[src/rtl/if_fetch.sv]
// Two-wide instruction fetch stage: issues one aligned 64-bit line request at a time
// and pushes the returned instruction(s), tagged with their PCs, into the circular buffer.
module if_fetch #(
  parameter int                 ADDR_W   = 64,
  parameter int                 INST_W   = 32,
  parameter logic [ADDR_W-1:0]  RESET_PC = '0
) (
  input  logic                     clk,
  input  logic                     reset,
  input  logic                     fetch_en,
  input  logic                     redirect_en,
  input  logic [ADDR_W-1:0]        redirect_pc,
  output logic                     imem_req,
  output logic [ADDR_W-1:0]        imem_addr,
  input  logic                     imem_ack,
  input  logic                     imem_valid,
  input  logic [2*INST_W-1:0]      imem_data,
  input  logic                     full,
  input  logic                     full_almost,
  output logic                     din1_en,
  output logic                     din2_en,
  output logic [ADDR_W+INST_W-1:0] din1,
  output logic [ADDR_W+INST_W-1:0] din2,
  output logic [ADDR_W-1:0]        pc
);

  typedef enum logic [1:0] {IDLE, REQ, WAIT, PUSH} state_e;

  state_e                state_q, state_d;
  logic [ADDR_W-1:0]     pc_q, pc_d;
  logic                  drop_q, drop_d;
  logic [2*INST_W-1:0]   data_q, data_d;

  logic [ADDR_W-1:0]     pc_plus4;
  logic                  pushing;

  assign pc_plus4 = pc_q + ADDR_W'(4);
  assign pushing  = (state_q == PUSH);

  always_comb begin
    state_d = state_q;
    pc_d    = pc_q;
    drop_d  = drop_q;
    data_d  = data_q;
    unique case (state_q)
      IDLE: begin
        if (!redirect_en && fetch_en && !full && !full_almost)
          state_d = REQ;
      end
      REQ: begin
        if (imem_ack) begin
          state_d = WAIT;
          drop_d  = redirect_en;
        end else if (redirect_en) begin
          state_d = IDLE;
        end
      end
      WAIT: begin
        // A response that belongs to a squashed request is consumed and discarded.
        if (imem_valid) begin
          state_d = (drop_q || redirect_en) ? IDLE : PUSH;
          drop_d  = 1'b0;
          data_d  = imem_data;
        end else if (redirect_en) begin
          drop_d  = 1'b1;
        end
      end
      PUSH: begin
        state_d = IDLE;
        pc_d    = pc_q + (pc_q[2] ? ADDR_W'(4) : ADDR_W'(8));
      end
      default: state_d = IDLE;
    endcase
    if (redirect_en)
      pc_d = redirect_pc;
  end

  always_ff @(posedge clk or negedge reset) begin
    if (!reset) begin
      state_q <= IDLE;
      pc_q    <= RESET_PC;
      drop_q  <= 1'b0;
      data_q  <= '0;
    end else begin
      state_q <= state_d;
      pc_q    <= pc_d;
      drop_q  <= drop_d;
      data_q  <= data_d;
    end
  end

  // Write enables are the only outputs not purely decoded from state: a redirect squashes them.
  always_comb begin
    imem_req  = (state_q == REQ);
    imem_addr = {pc_q[ADDR_W-1:3], 3'b000};
    pc        = pc_q;
    din1_en   = pushing && !redirect_en;
    din2_en   = pushing && !pc_q[2] && !redirect_en;
    din1      = '0;
    din2      = '0;
    if (pushing) begin
      if (pc_q[2]) begin
        din1 = {pc_q, data_q[2*INST_W-1:INST_W]};
      end else begin
        din1 = {pc_q, data_q[INST_W-1:0]};
        din2 = {pc_plus4, data_q[2*INST_W-1:INST_W]};
      end
    end
  end

endmodule

[config.mk]
export PLATFORM = sky130hd
export DESIGN_NAME = if_fetch
export DESIGN_NICKNAME = d
export VERILOG_FILES = /design/src/rtl/if_fetch.sv
export SDC_FILE = /design/constraint.sdc
export NUM_CORES = 1
export LEC_CHECK = 0
export BUFFER_PORTS_ARGS = -buffer_cell sky130_fd_sc_hd__buf_2
export CAP_MARGIN = 30
export CORE_AREA = 2 2 177 179
export CTS_CLUSTER_DIAMETER = 150
export DETAILED_ROUTE_END_ITERATION = 10
export DIE_AREA = 0 0 179 181
export SLEW_MARGIN = 20
export SYNTH_ARGS = -nofsm -noshare
export SYNTH_HDL_FRONTEND = slang
export SYNTH_SLANG_ARGS = --single-unit
[constraint.sdc]
create_clock -name clk -period 4.6 [get_ports clk]
set_clock_uncertainty 0.1 [all_clocks]
set_input_delay 1.38 -clock clk [delete_from_list [all_inputs] [get_ports clk]]
set_output_delay 1.38 -clock clk [all_outputs]
set_load 0.01 [all_outputs]
# After elaboration in Yosys (flattened, before gate mapping)
# Cells that the tools add are included.
dict set report totals {
  mem_bits_rw 0
  out_inout_bits 323
  latchBits 0
  input_bits 136
  romBits 0
  memories 0
  register_bits 131
}
dict set report op_classes {
  add_sub_neg 2
  div_mod_pow 0
  muxes 17
  n_reduce_logical 17
  bitwise_logic 0
  eq_ne 8
  n_lt_le_gt_ge 0
  shift 0
  multipliers 0
}
# op count
set ops {}
lappend ops {{$mux 96} 3}
lappend ops {{$mux 64} 2}
lappend ops {{$add 64x3->64 const B} 1}
lappend ops {{$add 64x4->64} 1}
lappend ops {{$mux 35} 1}
lappend ops {{$mux 2} 5}
lappend ops {{$pmux 2 s4} 1}
lappend ops {{$logic_and 1x1->1} 6}
lappend ops {{$reduce_and 3->1} 2}
lappend ops {{$eq 2x2->1 const B} 2}
lappend ops {{$logic_not 1->1} 4}
lappend ops {{$mux 4} 1}
lappend ops {{$ne 2x2->1 const B} 2}
lappend ops {{$reduce_bool 2->1} 2}
lappend ops {{$mux 1} 3}
lappend ops {{$ne 3x2->1 const B} 1}
lappend ops {{$ne 3x3->1 const B} 1}
lappend ops {{$eq 2x1->1 const B} 1}
lappend ops {{$logic_not 2->1} 1}
lappend ops {{$ne 2x1->1 const B} 1}
lappend ops {{$pmux 1 s2} 1}
lappend ops {{$reduce_and 2->1} 1}
lappend ops {{$logic_or 1x1->1} 1}

# Longest topological paths before layout
# Gate-level depths: netlist of run 1.
dict set report logic_depth {
  word_depth 6
  mapped_depth 10
}

# Least setup slack after synthesis of run 1
# No wires, ideal clock.
dict set report synth_path {
  path_type {input-to-output}
  start {in redirect_en}
  end {out din1_en}
  arrival_time_ns 2.318
  path_buffers 3
  setup_slack_ns 0.802
  stages 4
  required_time_ns 3.120
  cell_sequence {clkbuf_1 -> buf_1 -> buf_1 -> nor2_1}
}
dict set report synth_between {
  elab_chain_len 2
}
# item line_no
set synth_lines {}
lappend synth_lines {{start, declared} 11} ;# input logic redirect_en,
lappend synth_lines {{$logic_not 1->1} 97} ;# din1_en = pushing && !redirect_en;
lappend synth_lines {{$logic_and 1x1->1} 97}
lappend synth_lines {{end, declared} 20} ;# output logic din1_en,
# Every way passes these cells.

# Worst setup path in the final report of run 1
dict set report layout_path {
  start {reg pc_q[46] (netlist: pc[46])}
  end {out din2[93]}
}
dict set report layout_between {
  elab_chain_len 3
}
# item line_no
set layout_lines {}
lappend layout_lines {{start, declared} 30} ;# logic [ADDR_W-1:0] pc_q, pc_d;
lappend layout_lines {{start signal, assigned} 86} ;# pc_q <= pc_d;
lappend layout_lines {{$add 64x3->64} 37} ;# assign pc_plus4 = pc_q + ADDR_W'(4);
lappend layout_lines {{$mux 96} 102} ;# if (pc_q[2]) begin
lappend layout_lines {{$mux 96} 101} ;# if (pushing) begin
lappend layout_lines {{end, declared} 23} ;# output logic [ADDR_W+INST_W-1:0] din2,
# Every way passes these cells.

==> results of run 1 <==
## cell usage after synthesis (all sizes together) (19+ instances only)
master	count	area share (%)
nand3	31	1.7
nor4	23	1.8
nor2	93	3.9
xnor2	22	2.2
mux2	70	8.9
and3	146	10
nand2	75	3.2
buf	86	6.6
o21ai	51	2.9
dfrtp	131	37
clkbuf	56	2.4
a31oi	19	1.3
nand4	43	3.3
mux2i	33	3.7
or4	22	1.9
xor2	22	2.2
## what timing repair did
action / in CTS / in global routing
buffers inserted: 0 / 1
hold buffers: 0 / 0
resized for setup: 0 / 1
setup endpoints to repair: 0 / 2
## sequential cells by signal, summed over array words and instances, names as in the netlist
signal	cells
data_q	64
drop_q	1
pc	64
state_q	2
## worst max-delay path, delay by kind of cell (launching register included)
kind            cells  cell delay [ps]
buf+inv             2              360
compound gates      1               70
simple gates        4             1550
flops               1              510
## power by group through the flow
stage | Combinational [mW] | Clock, mW | Sequential [mW]
after CTS | 1.08 | 1.50 | 1.79
after detailed placement | 1.07 | 0 | 1.82
after floorplan | 0.743 | 0 | 1.72
final | 1.07 | 1.47 | 1.80
after global routing | 1.17 | 1.55 | 1.85
after global placement | 1.05 | 0 | 1.79
## per-layer routing
layer	wire length, um	vias to the layer above	GRT usage, %
met5	13	-	0
met4	1500	2	9.63
met3	3890	85	7.60
met2	19300	575	40.6
met1	15000	4696	27.8
li1	-	4339	-
## cell families after synthesis
| family | Yosys count | synth area share [%] |
|---|---|---|
| AND/OR/NAND/NOR | 478 | 29.4 |
| other | 1 | 0.0422 |
| multiplexers | 103 | 12.6 |
| adder cells (fa/ha/maj) | 3 | 0.423 |
| XOR/XNOR | 44 | 4.34 |
| flip-flops | 131 | 36.9 |
| buffers and inverters | 149 | 9.21 |
| AO/OA/AOI/OAI | 108 | 7.10 |
## worst min-delay path by stage
stage | to | startpoint | slack (ps) | cells past startpoint
finish | data_q[5] | data_q[5] | 400 | 1
CTS | data_q[28] | data_q[28] | 410 | 1
global route | data_q[15] | data_q[15] | 420 | 1
detailed placement | data_q[28] | data_q[28] | 390 | 1
global placement | data_q[28] | data_q[28] | 390 | 1
floorplan | data_q[0] | data_q[0] | 380 | 1
## through the flow
step | std cells | worst slack, ps | total power [mW]
floorplan | 1019 | 802 | 2.46
global placement | 1763 | 651 | 2.85
detailed placement | 1763 | 635 | 2.89
CTS | 1794 | 166 | 4.37
global route | 1796 | 4.36 | 4.57
finish | 1796 | 212 | 4.34
## area by class of cell
cell class	count	area share, %
diodes	1	0.0212
clock buffers	17	3.61
clock inverters	14	1.50
inverters	7	0.223
multi-input cells	739	40.8
flip-flops and latches	131	27.8
well taps	396	4.20
repair buffers	491	21.8
==> flow_metrics.py, run 1 <==
metrics = {
    "floorplan": {
        "ios": 459,
        "dieHeight_um": 181,
        "fp-row-count": 64,
        "fp.coreArea_um2": 30300,
        "start_util_pct": 29.3,
        "die_w_um": 179,
        "fp.dieArea_um2": 32400,
    },
    "clock_network": {
        "cts-buffers-inserted": 17,
        "clock-sinks": 131,
        "h-tree-depth": 4,
        "clk_root_buffer_cell": "clkbuf_16",
        "clk_latency_ps": 420,
        "tritoncts": "done",
        "clk_pin_slew_worst_paths_ps": 70,
        "clk_path_buf_depth": 2,
    },
    "synth": {
        "ys.flop_type": "dfrtp_1",
        "syn_area_um2": 8880,
        "ys_warn_count": 0,
        "syn_avg_cell_area_um2": 8.73,
        "ys_types": 48,
        "synth-edff-count": 0,
        "synth_seq_cells": 131,
        "yosysSeqAreaShare_pct": 36.9,
        "async_reset_ff_share_pct": 100,
        "netlist_instances": 1017,
    },
    "global_routing": {
        "antenna_found_initial": 2,
        "grt_usage_pct": 24.0,
        "grt_max_degree": 82,
        "grt_pass1_wl_um": 58800,
        "first_global_vias": 9572,
        "grt.overflow.total": 0,
    },
    "pwr": {
        "p_seq_share_pct": 41.5,
        "p_clk_share_pct": 34.0,
        "p_comb_share_pct": 24.6,
        "internal_power_mw": 2.87,
        "leakage_nw": 6.23,
        "powerDensity_nw_per_um2": 368,
        "p_sw_mw": 1.46,
        "sw_frac_of_total_pct": 33.7,
        "vdd_drop_max_mv": 0.245,
    },
    "placed_design": {
        "placed_area_um2": 11200,
        "port_buffers": 455,
        "hpwlAfterDp_um": 29500,
        "gp_congestion": 0.990,
    },
    "timing": {
        "setup_viol": 0,
        "min_period_over_period_pct": 95.4,
        "fmax_mhz": 228,
        "slew-limit-headroom_pct": 41.5,
        "tightest_slew_ps": 873,
        "fin_setup_tns_ps": 0,
        "finalCriticalPeriod_ps": 4390,
        "hold_viol": 0,
        "rsz0062_at_grt": "no",
        "whs_ps": 405,
        "slew_violations": 0,
    },
    "worst_setup_path": {
        "crit_slowest_cell": "or4_1",
        "start_kind": "flop",
        "r2r-end": "pc[63]",
        "rrSetupSlack_ps": 930,
        "worstPathRequired_ps": 3120,
        "reg2reg_depth": 6,
        "crit_chain": "nand4_1, or4_1, nor4_1, buf_4, a21oi_1, nor2_1, buf_2",
        "r2r_start": "state_q[1]",
        "max_stage_delay_ps": 730,
        "endpoint_kind": "primary output",
        "worst-setup-path-type": "flop to primary output",
        "endpoint": "din2[93]",
        "critPathLaunch": "pc[46]",
        "worstPathArrival_ps": 2910,
        "crit_fanout": 10,
    },
    "min_path": {
        "hp-class": "flop to flop",
    },
    "routing": {
        "drc_errors": 0,
        "vias_per_cell": 5.40,
        "drtPass1Iterations": 7,
        "wl_per_cell_um": 22.1,
        "via_count": 9697,
        "totalWireLength_um": 39700,
        "drt_iter0_drc": 744,
        "antenna_left": 0,
    },
    "layout": {
        "nets": 1526,
        "fin_util_pct": 38.8,
        "drive_above_1_share_pct": 43.6,
        "fillers": 3207,
        "fin_area_um2": 11800,
        "seq_area_um2": 3280,
        "multi_input_area_um2": 4810,
        "area_delta_synth_final_pct": 32.7,
        "final_common_cell": "buf_2",
        "layout_common_cells": "454 x buf_2, 146 x and3_1, 128 x dfrtp_1",
    },
    "outcome": {
        "status": "complete, no violations",
    },
    "run": {
        "max_cap_viol_count": 0,
    },
}
Power figures use the tool's default switching activity.
==> run 2, diff against run 1 <==
--- a/config.mk
+++ b/config.mk
@@ -7,10 +7,13 @@
 export LEC_CHECK = 0
 export BUFFER_PORTS_ARGS = -buffer_cell sky130_fd_sc_hd__buf_2
 export CAP_MARGIN = 30
-export CORE_AREA = 2 2 177 179
+export CELL_PAD_IN_SITES_DETAIL_PLACEMENT = 1
+export CELL_PAD_IN_SITES_GLOBAL_PLACEMENT = 1
+export CORE_AREA = 2 2 178 180
 export CTS_CLUSTER_DIAMETER = 150
 export DETAILED_ROUTE_END_ITERATION = 10
-export DIE_AREA = 0 0 179 181
+export DIE_AREA = 0 0 180 182
+export PLACE_DENSITY_LB_ADDON = 0.1
 export SLEW_MARGIN = 20
 export SYNTH_ARGS = -nofsm -noshare
 export SYNTH_HDL_FRONTEND = slang
==> run 2 against run 1 <==
Sequential power is essentially flat; global-route usage grew 0.75 points; flip-flop and latch count is the same; sequential share of layout area shrank 0.20 points; power shrank 2.0%; first-iteration DRC count shrank 39%; critical path type unchanged; final cell count grew 1.1%; design area grew 0.76%.
==> flow_metrics.py, run 2 (same netlist as run 1, synthesis figures left out) <==
metrics = {
    "worst_setup_path": {
        "rrSetupSlack_ps": 840,
        "cp_num_buf_inv": 1,
        "r2r_start": "pc[2]",
        "max_stage_delay_ps": 680,
        "crit_slowest_cell": "nor4_1",
        "endpoint_kind": "primary output",
        "critPathLaunch": "pc[20]",
        "crit_fanout": 9,
        "path_delay_family": "simple AND/OR/NAND/NOR gates",
        "worstPathArrival_ps": 2940,
        "crit_chain": "nand4_1, nor4_1, nand3_1, or4_1, o21ai_0, buf_2",
        "start_kind": "flop",
        "worstPathRequired_ps": 3120,
        "worst-setup-path-type": "flop to primary output",
    },
    "routing": {
        "drt_iter0_drc": 455,
        "totalWireLength_um": 41500,
        "drc_errors": 0,
        "antenna_left": 0,
        "wl_per_cell_um": 22.9,
        "via_count": 9418,
        "vias_per_cell": 5.19,
        "drtPass1Iterations": 4,
    },
    "pwr": {
        "internal_power_mw": 2.78,
        "power_mw": 4.25,
        "leakage_nw": 6.28,
        "p_sw_mw": 1.47,
        "vdd_drop_max_mv": 0.193,
        "powerDensity_nw_per_um2": 358,
        "sw_frac_of_total_pct": 34.6,
        "p_seq_share_pct": 42.5,
        "p_clk_share_pct": 32.7,
        "p_comb_share_pct": 24.8,
    },
    "layout": {
        "drive_above_1_share_pct": 44.0,
        "final_common_cell": "buf_2",
        "area_delta_synth_final_pct": 33.7,
        "layout_common_cells": "454 x buf_2, 146 x and3_1, 127 x dfrtp_1",
        "nets": 1535,
    },
    "clock_network": {
        "clk_root_buffer_cell": "clkbuf_16",
        "h-tree-depth": 4,
        "tritoncts": "done",
        "clk_pin_slew_worst_paths_ps": 70,
        "clk_path_buf_depth": 2,
        "cts-buffers-inserted": 17,
        "clock-sinks": 131,
        "clk_latency_ps": 430,
        "cts_hold_buf": 0,
    },
    "timing": {
        "min_period_over_period_pct": 96.2,
        "finalCriticalPeriod_ps": 4420,
        "slew-limit-headroom_pct": 39.1,
        "hold_viol": 0,
        "setup_viol": 0,
        "slew_violations": 0,
        "fin_setup_tns_ps": 0,
        "fmax_mhz": 226,
        "rsz0062_at_grt": "no",
        "tightest_slew_ps": 913,
    },
    "global_routing": {
        "grt.overflow.total": 0,
        "grt_max_degree": 88,
        "first_global_vias": 9670,
        "grt_pass1_wl_um": 62200,
        "antenna_found_initial": 6,
        "grt_usage_pct": 24.7,
    },
    "floorplan": {
        "start_util_pct": 28.7,
        "dieHeight_um": 182,
        "fp-row-count": 65,
        "ios": 459,
        "fp.coreArea_um2": 31000,
        "fp.dieArea_um2": 32800,
        "die_w_um": 180,
    },
    "min_path": {
        "worstHoldStart": "data_q[16]",
        "hp-class": "flop to flop",
    },
    "outcome": {
        "status": "complete, no violations",
    },
    "placed_design": {
        "hpwlAfterDp_um": 30400,
        "gp_congestion": 0.841,
        "port_buffers": 455,
    },
    "run": {
        "max_cap_viol_count": 0,
    },
}
==> run 2: repair_timing <==
item                       4_1_cts  5_1_grt
buffers inserted                 0        3
setup endpoints to repair        1        5
resized for setup                1        2
pin swaps                        0        2
==> run 2: metrics by stage <==
| step | setup slack [ps] | std cells | hold slack [ps] | util (%) | area [um^2] |
|---|---|---|---|---|---|
| after floorplan | 802 | 1019 | 379 | - | 8890 |
| after global placement | 476 | 1775 | 387 | 36.2 | 11200 |
| after detailed placement | 389 | 1775 | 394 | 36.2 | 11200 |
| after CTS | 94.0 | 1806 | 408 | 38.1 | 11800 |
| after global routing | 1.49 | 1811 | 416 | 38.3 | 11900 |
| final | 176 | 1816 | 405 | 38.3 | 11900 |
==> run 2: final cells by class <==
type                            count  area (um^2)
Antenna cell                        6         15.0
Clock buffer                       17          425
Clock inverter                     14          144
Fill cell                        3763        19100
Inverter                            7         26.3
Multi-Input combinational cell    739         4820
Sequential cell                   131         3280
Tap cell                          402          503
Timing Repair Buffer              500         2660
==> run 2: power by group through the flow <==
stage | Sequential, mW | Combinational [mW] | Clock, mW
after floorplan | 1.72 | 0.743 | 0
after global placement | 1.82 | 1.04 | 0
after detailed placement | 1.83 | 1.06 | 0
after CTS | 1.81 | 1.07 | 1.43
after global routing | 1.86 | 1.16 | 1.47
final | 1.81 | 1.05 | 1.39
==> run 2: worst paths after layout <==
kind | endpoint | cells past startpoint
min | data_q[16] | 1
max in group asynchronous | pc[44] | 2
min in group asynchronous | data_q[19] | 1
max reg2reg | pc[52] | 10
max | din2[88] | 6
min reg2reg | data_q[16] | 1
==> run 2: per-layer routing <==
metal  track usage, %  up-vias  wire length (um)
met5                0        -                13
met4             6.11        2               770
met3             6.04       44              2900
met2             43.0      336             20300
met1             30.7     4671             17600
li1                 -     4365                 -
